--- src/rtl/sram_access_ctrl_if.sv ---
// Request/response and SRAM-side signals of the SRAM access controller.
// The controller uses the slave modport. The master modport is for the
// environment, which is both the requester and the SRAM, so it also drives
// sram_rdata.
interface sram_access_ctrl_if #(
  parameter int ADDR_W = 26,
  parameter int DATA_W = 16
);
  logic              req;
  logic              req_mode;
  logic [ADDR_W-1:0] req_addr;
  logic [DATA_W-1:0] req_wdata;
  logic              busy;
  logic              ack;
  logic [DATA_W-1:0] rd_data;
  logic              calc_enable;
  logic              calc_mode;
  logic              row_read_done;
  logic              row_write_done;
  logic              sram_read_enable;
  logic              sram_write_enable;
  logic [ADDR_W-1:0] sram_addr;
  logic [DATA_W-1:0] sram_wdata;
  logic [DATA_W-1:0] sram_rdata;

  modport master (
    output req, req_mode, req_addr, req_wdata, sram_rdata,
    input  busy, ack, rd_data, calc_enable, calc_mode, row_read_done,
           row_write_done, sram_read_enable, sram_write_enable, sram_addr,
           sram_wdata
  );

  modport slave (
    input  req, req_mode, req_addr, req_wdata, sram_rdata,
    output busy, ack, rd_data, calc_enable, calc_mode, row_read_done,
           row_write_done, sram_read_enable, sram_write_enable, sram_addr,
           sram_wdata
  );
endinterface

--- src/rtl/sram_access_ctrl.sv ---
// SRAM access controller: single-word read/write responder.
// - Holds the read or write strobe for a fixed latency and then pulses ack.
//   The ack doubles as the advance pulse for the address calculator.
// - Counts completed reads and completed writes per image row, and flags the
//   last access of each row.
module sram_access_ctrl #(
  parameter int ADDR_W = 26,
  parameter int DATA_W = 16,
  parameter int RD_LAT = 2,
  parameter int WR_LAT = 1
) (
  input  logic        clk,
  input  logic        n_rst,
  input  logic        clear,
  input  logic [12:0] image_width,
  sram_access_ctrl_if.slave bus
);
  localparam int MAX_LAT = (RD_LAT > WR_LAT) ? RD_LAT : WR_LAT;
  localparam int LAT_W   = $clog2(MAX_LAT + 1);

  typedef enum logic [1:0] {ST_IDLE, ST_ISSUE, ST_WAIT, ST_DONE} state_t;

  state_t            state_reg;
  state_t            state_next;
  logic              mode_reg;
  logic [ADDR_W-1:0] addr_reg;
  logic [DATA_W-1:0] wdata_reg;
  logic [DATA_W-1:0] rd_data_reg;
  logic [LAT_W-1:0]  lat_cnt_reg;
  logic [LAT_W-1:0]  issue_lat;
  logic              accept;
  logic              last_strobe;
  logic              complete;
  logic              strobe;
  logic [1:0]        row_done;

  // Latency of the transaction that was latched.
  assign issue_lat = mode_reg ? LAT_W'(RD_LAT) : LAT_W'(WR_LAT);

  // Next state, request acceptance, and detection of the last strobe cycle.
  // clear wins over everything, including a request in the same cycle.
  always_comb begin
    state_next  = state_reg;
    accept      = 1'b0;
    last_strobe = 1'b0;
    case (state_reg)
      ST_IDLE: begin
        if (bus.req) begin
          accept     = 1'b1;
          state_next = ST_ISSUE;
        end
      end
      ST_ISSUE: begin
        last_strobe = (issue_lat == LAT_W'(1));
        state_next  = last_strobe ? ST_DONE : ST_WAIT;
      end
      ST_WAIT: begin
        last_strobe = (lat_cnt_reg == LAT_W'(1));
        if (last_strobe) begin
          state_next = ST_DONE;
        end
      end
      ST_DONE: begin
        if (bus.req) begin
          accept     = 1'b1;
          state_next = ST_ISSUE;
        end else begin
          state_next = ST_IDLE;
        end
      end
      default: state_next = ST_IDLE;
    endcase
    if (clear) begin
      state_next = ST_IDLE;
      accept     = 1'b0;
    end
  end

  // An access completes only if it is not aborted on its last strobe cycle.
  assign complete = last_strobe && !clear;

  // State register.
  always_ff @(posedge clk) begin
    if (!n_rst) begin
      state_reg <= ST_IDLE;
    end else begin
      state_reg <= state_next;
    end
  end

  // Request latch, latency countdown, and read-data capture.
  // The read word is captured on the last strobe cycle; an aborted read
  // leaves rd_data unchanged.
  always_ff @(posedge clk) begin
    if (!n_rst) begin
      mode_reg    <= 1'b0;
      addr_reg    <= '0;
      wdata_reg   <= '0;
      rd_data_reg <= '0;
      lat_cnt_reg <= '0;
    end else begin
      if (accept) begin
        mode_reg  <= bus.req_mode;
        addr_reg  <= bus.req_addr;
        wdata_reg <= bus.req_wdata;
      end
      if (state_reg == ST_ISSUE) begin
        lat_cnt_reg <= issue_lat - LAT_W'(1);
      end else if (state_reg == ST_WAIT) begin
        lat_cnt_reg <= lat_cnt_reg - LAT_W'(1);
      end
      if (complete && mode_reg) begin
        rd_data_reg <= bus.sram_rdata;
      end
    end
  end

  // Row counters.
  // - Index 0 counts reads against image_width.
  // - Index 1 counts writes against image_width-1.
  // - A modulus of 0 disables the flag; the counter then wraps at 2^13.
  for (genvar gi = 0; gi < 2; gi++) begin : g_row
    localparam logic IS_READ = (gi == 0);
    logic [12:0] modulus;
    logic [13:0] cnt_inc;
    logic        hit;
    logic [12:0] cnt_reg;
    logic        done_reg;

    if (gi == 0) begin : g_mod_rd
      assign modulus = image_width;
    end else begin : g_mod_wr
      assign modulus = (image_width <= 13'd1) ? 13'd0 : image_width - 13'd1;
    end

    assign cnt_inc = {1'b0, cnt_reg} + 14'd1;
    assign hit     = (modulus != 13'd0) && (cnt_inc >= {1'b0, modulus});

    // Advance on completion of this direction's access.
    // The end-of-row flag lines up with ack.
    always_ff @(posedge clk) begin
      if (!n_rst || clear) begin
        cnt_reg  <= '0;
        done_reg <= 1'b0;
      end else begin
        done_reg <= 1'b0;
        if (complete && (mode_reg == IS_READ)) begin
          if (hit) begin
            cnt_reg  <= '0;
            done_reg <= 1'b1;
          end else begin
            cnt_reg <= cnt_inc[12:0];
          end
        end
      end
    end

    assign row_done[gi] = done_reg;
  end

  assign strobe                = (state_reg == ST_ISSUE) || (state_reg == ST_WAIT);
  assign bus.busy              = strobe;
  assign bus.sram_read_enable  = strobe && mode_reg;
  assign bus.sram_write_enable = strobe && !mode_reg;
  assign bus.sram_addr         = addr_reg;
  assign bus.sram_wdata        = wdata_reg;
  assign bus.ack               = (state_reg == ST_DONE);
  assign bus.calc_enable       = (state_reg == ST_DONE);
  assign bus.calc_mode         = mode_reg;
  assign bus.rd_data           = rd_data_reg;
  assign bus.row_read_done     = row_done[0];
  assign bus.row_write_done    = row_done[1];
endmodule

--- src/flat_wrapper.sv ---
// flat-port wrapper written by rule: the top's interface ports become plain ports
module sram_access_ctrl_flat 
#(
  parameter int ADDR_W = 26,
  parameter int DATA_W = 16,
  parameter int RD_LAT = 2,
  parameter int WR_LAT = 1
)
  (clk, n_rst, clear, image_width, bus_req, bus_req_mode, bus_req_addr, bus_req_wdata, bus_sram_rdata, bus_busy, bus_ack, bus_rd_data, bus_calc_enable, bus_calc_mode, bus_row_read_done, bus_row_write_done, bus_sram_read_enable, bus_sram_write_enable, bus_sram_addr, bus_sram_wdata);
  sram_access_ctrl_if #(.ADDR_W(ADDR_W), .DATA_W(DATA_W)) bus_i ();
  input  logic clk;
  input  logic n_rst;
  input  logic clear;
  input  logic [12:0] image_width;
  input wire logic [$bits(bus_i.req)-1:0] bus_req;
  input wire logic [$bits(bus_i.req_mode)-1:0] bus_req_mode;
  input wire logic [$bits(bus_i.req_addr)-1:0] bus_req_addr;
  input wire logic [$bits(bus_i.req_wdata)-1:0] bus_req_wdata;
  input wire logic [$bits(bus_i.sram_rdata)-1:0] bus_sram_rdata;
  output wire logic [$bits(bus_i.busy)-1:0] bus_busy;
  output wire logic [$bits(bus_i.ack)-1:0] bus_ack;
  output wire logic [$bits(bus_i.rd_data)-1:0] bus_rd_data;
  output wire logic [$bits(bus_i.calc_enable)-1:0] bus_calc_enable;
  output wire logic [$bits(bus_i.calc_mode)-1:0] bus_calc_mode;
  output wire logic [$bits(bus_i.row_read_done)-1:0] bus_row_read_done;
  output wire logic [$bits(bus_i.row_write_done)-1:0] bus_row_write_done;
  output wire logic [$bits(bus_i.sram_read_enable)-1:0] bus_sram_read_enable;
  output wire logic [$bits(bus_i.sram_write_enable)-1:0] bus_sram_write_enable;
  output wire logic [$bits(bus_i.sram_addr)-1:0] bus_sram_addr;
  output wire logic [$bits(bus_i.sram_wdata)-1:0] bus_sram_wdata;
  assign bus_i.req = bus_req;
  assign bus_i.req_mode = bus_req_mode;
  assign bus_i.req_addr = bus_req_addr;
  assign bus_i.req_wdata = bus_req_wdata;
  assign bus_i.sram_rdata = bus_sram_rdata;
  assign bus_busy = bus_i.busy;
  assign bus_ack = bus_i.ack;
  assign bus_rd_data = bus_i.rd_data;
  assign bus_calc_enable = bus_i.calc_enable;
  assign bus_calc_mode = bus_i.calc_mode;
  assign bus_row_read_done = bus_i.row_read_done;
  assign bus_row_write_done = bus_i.row_write_done;
  assign bus_sram_read_enable = bus_i.sram_read_enable;
  assign bus_sram_write_enable = bus_i.sram_write_enable;
  assign bus_sram_addr = bus_i.sram_addr;
  assign bus_sram_wdata = bus_i.sram_wdata;
  sram_access_ctrl #(.ADDR_W(ADDR_W), .DATA_W(DATA_W), .RD_LAT(RD_LAT), .WR_LAT(WR_LAT)) u_core (.clk(clk), .n_rst(n_rst), .clear(clear), .image_width(image_width), .bus(bus_i));
endmodule
--- config.mk ---
export PLATFORM = sky130hd
export DESIGN_NAME = sram_access_ctrl_flat
export DESIGN_NICKNAME = d
export VERILOG_FILES = /design/src/rtl/sram_access_ctrl_if.sv /design/src/rtl/sram_access_ctrl.sv /design/src/flat_wrapper.sv
export SDC_FILE = /design/constraint.sdc
export NUM_CORES = 1
export LEC_CHECK = 0
export ABC_CLOCK_PERIOD_IN_PS = 3200
export BUFFER_PORTS_ARGS = -buffer_cell sky130_fd_sc_hd__buf_2
export CAP_MARGIN = 5
export CORE_MARGIN = 2
export CORE_UTILIZATION = 47
export DETAILED_ROUTE_END_ITERATION = 10
export GPL_TIMING_DRIVEN = 0
export PLACE_DENSITY = 0.86
export SYNTH_ARGS = -nofsm -noshare
export SYNTH_HDL_FRONTEND = slang
export SYNTH_SLANG_ARGS = --single-unit
--- constraint.sdc ---
create_clock -name clk -period 3.2 [get_ports clk]
set_clock_uncertainty 0.1 [all_clocks]
set_input_delay 0.32 -clock clk [delete_from_list [all_inputs] [get_ports clk]]
set_output_delay 0.32 -clock clk [all_outputs]
set_load 0.01 [all_outputs]
==> impl_metrics.py <==
metrics = {
    "status": {
        "outcome": "completed",
    },
    "cts": {
        "cts.sinks": 91,
        "cts_hold_buf": 0,
        "clk-insertion-delay-late_ns": 0.37,
        "clock_path_buffers": 2,
        "cts.clk_slew.worst_paths_ns": 0.09,
        "htree_levels": 3,
        "cts_tree": "done",
        "cts_root_buffer": "clkbuf_8",
        "numCtsBuffers": 9,
    },
    "power_and_ir_drop": {
        "p_per_area_nw_per_um2": 358.4,
        "power.leakage_nw": 2.828,
        "power.switching_mw": 0.6044,
        "internal-power_mw": 1.741,
        "p_comb_frac": 0.124,
        "swShare": 0.2577,
        "power_frac_seq": 0.502,
        "p_clk_frac": 0.374,
        "ir_worst_vdd_mv": 0.3772,
        "total_power_mw": 2.346,
    },
    "route": {
        "routed_wl_um": 13370,
        "routedWlPerCell_um": 13.80,
        "vias": 5158,
        "final_antenna_net_count": 0,
        "drc": 0,
        "drt_iter0_drc": 268,
        "drt-vias-per-instance": 5.323,
        "firstDrtPassIters": 4,
    },
    "worst_setup_path": {
        "reg2reg_slack_ns": 0.17,
        "endpoint_kind": "register",
        "crit-reg2reg-launch": "u_core.g_row[1].cnt_reg[0]$_SDFFE_PP0P_",
        "start_kind": "input pin",
        "reg2reg_to": "u_core.g_row[1].cnt_reg[11]$_SDFFE_PP0P_",
        "crit_start": "image_width[0]",
        "crit_arrival_ns": 3.25,
        "crit_path_max_fanout": 7,
        "cp.required_ns": 3.39,
        "worstSetupPathType": "in -> reg",
        "rr_worst_depth": 14,
    },
    "layout": {
        "drive_gt1_frac": 0.2919,
        "finalCoreUtilization": 0.6091,
        "fin_nets": 938,
        "instances_no_fill": 969,
        "design_area_um2": 6545,
        "antenna-diode-count": 0,
        "syn2layout_area_growth_pct": 27.03,
    },
    "min_path": {
        "worstHoldStart": "bus_req_addr[17]",
        "worstHoldPathType": "in -> reg",
        "hold_path_depth": 3,
        "hold_end": "u_core.bus.sram_addr[17]$_SDFFE_PN0P_",
    },
    "synthesis": {
        "synth_edf_count": 0,
        "syn-num-nets": 777,
        "avgSynthCellArea_um2": 7.760,
        "synthArstFlopShare": 0,
        "synth_ff_type": "dfxtp_1",
        "synthCells": 664,
        "yosysUniqueCellTypes": 56,
        "ys_ff_latch": 91,
        "synth_area_um2": 5152,
        "ys_warn_count": 0,
        "ys_seq_area_frac": 0.3536,
    },
    "global_routing": {
        "antenna_found_initial": 0,
        "gr-usage-met2": 0.3688,
        "grt_use_total": 0.2208,
        "met3_usage": 0.07233,
        "grt.busiest_layer": "met2",
        "met1_usage": 0.2717,
        "grt_pass1_vias": 4691,
        "grt_first_pass_wirelength_um": 21010,
        "grt_overflow": 0,
        "grt_max_degree": 16,
    },
    "placement": {
        "placed_area_um2": 6040,
        "gp_congestion": 0.9014,
        "dp_hpwl_um": 9751,
        "dp_slack_ns": -0.5098,
        "placed_cells": 945,
        "portBuffers": 141,
    },
    "sta": {
        "hold_viol": 0,
        "maxSlewHeadroom": 0.4135,
        "fin_tns_setup_ns": 0,
        "finalCritPeriodShare": 0.9558,
        "tightest_slew_ns": 0.8779,
        "max_freq_ghz": 0.3270,
        "period_minus_slack_ns": 3.059,
        "maxSlewViolCount": 0,
        "whs_ns": 0.07962,
        "final.setup.worst_slack_ns": 0.1415,
        "finalSetupViolations": 0,
    },
    "floorplanning": {
        "coreArea_um2": 10750,
        "num_rows": 38,
        "pin_count": 142,
        "dieWidth_um": 108.7,
        "die_h_um": 108.7,
        "initial_core_util": 0.4795,
        "dieArea_um2": 11820,
    },
    "job": {
        "drv_cap": 0,
    },
}
-- layout make-up --
class	instances	area (um2)
Sequential cell	91	1839
Clock inverter	5	85.08
Tap cell	140	175.2
Timing Repair Buffer	150	773.2
Multi-Input combinational cell	513	3273
Buffer	39	182.7
Inverter	21	78.83
Fill cell	965	4200
Clock buffer	10	137.6
-- cell usage after synthesis, types with 7 or more instances --
cell / count / share of area
and2_1: 14 / 0.017
a21oi_1: 90 / 0.087
xor2_1: 12 / 0.020
dfxtp_1: 91 / 0.35
nand4_1: 7 / 0.0085
nor2_1: 20 / 0.015
nand3_1: 13 / 0.013
xnor2_1: 19 / 0.032
clkbuf_1: 33 / 0.024
o22ai_2: 7 / 0.017
o22ai_1: 12 / 0.015
a21oi_2: 9 / 0.015
inv_1: 20 / 0.015
nand2_1: 175 / 0.13
nor2b_1: 10 / 0.012
nor3_1: 14 / 0.014
ha_1: 37 / 0.090
-- power groups by stage --
| stage | Combinational [mW] | Clock (mW) | Sequential (mW) |
|---|---|---|---|
| 2_1_floorplan | 0.142 | 0 | 1.22 |
| 3_3_place_gp | 0.276 | 0 | 1.20 |
| 3_5_place_dp | 0.280 | 0 | 1.20 |
| 4_1_cts | 0.285 | 0.894 | 1.18 |
| 5_1_grt | 0.324 | 0.935 | 1.18 |
| 6_report | 0.290 | 0.878 | 1.18 |
-- per-layer routing --
layer | vias to the layer above | wire, um
met5 | - | 0
met4 | 0 | 181
met3 | 16 | 1044
met2 | 160 | 6403
met1 | 2393 | 5743
li1 | 2589 | -
-- what timing repair did --
action / in CTS / in global routing
pin swaps: 3 / 11
setup buffers: 4 / 4
setup endpoints to repair: 28 / 28
cloned: 0 / 1
gates resized for setup: 15 / 46
-- cells in the final DEF, fill, tap and decap left out, drive strengths merged, types with 6 or more instances in the layout --
master and instances:
a21oi 99, and2 14, buf 157, clkbuf 42
dfxtp 91, ha 37, inv 22, nand2 176
nand3 14, nand4 7, nor2 20, nor2b 10
nor3 17, nor3b 6, nor4 8, o21ai 7
o22ai 19, xnor2 19, xor2 12
-- critical path, cell delays in order --
cell	delay, ns
buf_2	0.16
inv_2	0.10
ha_4	0.16
or4b_4	0.46
buf_6	0.15
nor4_1	0.24
xnor2_1	0.17
nand2_1	0.11
ha_1	0.35
a221o_1	0.39
o21ai_4	0.20
buf_4	0.15
o211ai_1	0.10
a21oi_1	0.18
-- worst max-delay path by stage --
stage | endpoint | slack (ns) | depth (start not counted)
2_1_floorplan | u_core.g_row[1].cnt_reg[12]$_SDFFE_PP0P_ | 0.04 | 16
3_3_place_gp | u_core.g_row[1].cnt_reg[12]$_SDFFE_PP0P_ | -0.44 | 16
3_5_place_dp | u_core.g_row[1].cnt_reg[12]$_SDFFE_PP0P_ | -0.51 | 16
4_1_cts | u_core.g_row[1].cnt_reg[12]$_SDFFE_PP0P_ | 0.001 | 14
5_1_grt | u_core.g_row[1].cnt_reg[1]$_SDFFE_PP0P_ | -0.02 | 14
6_report | u_core.g_row[1].cnt_reg[11]$_SDFFE_PP0P_ | 0.14 | 14
-- cell families (layout without fill, tap and decap cells) --
logic type                 after synthesis  count (layout)  synth area share
AOI/OAI and AO/OA                      149             149            0.1870
xor gates and xnor gates                31              31           0.05270
adders and majority gates               37              37           0.08985
buffers and inverters                   60             225           0.04687
DFF                                     91              91            0.3536
muxes                                    3               3          0.005828
and+or+nand+nor                        293             293            0.2642
Note: power is estimated with default switching activity, not from simulation.
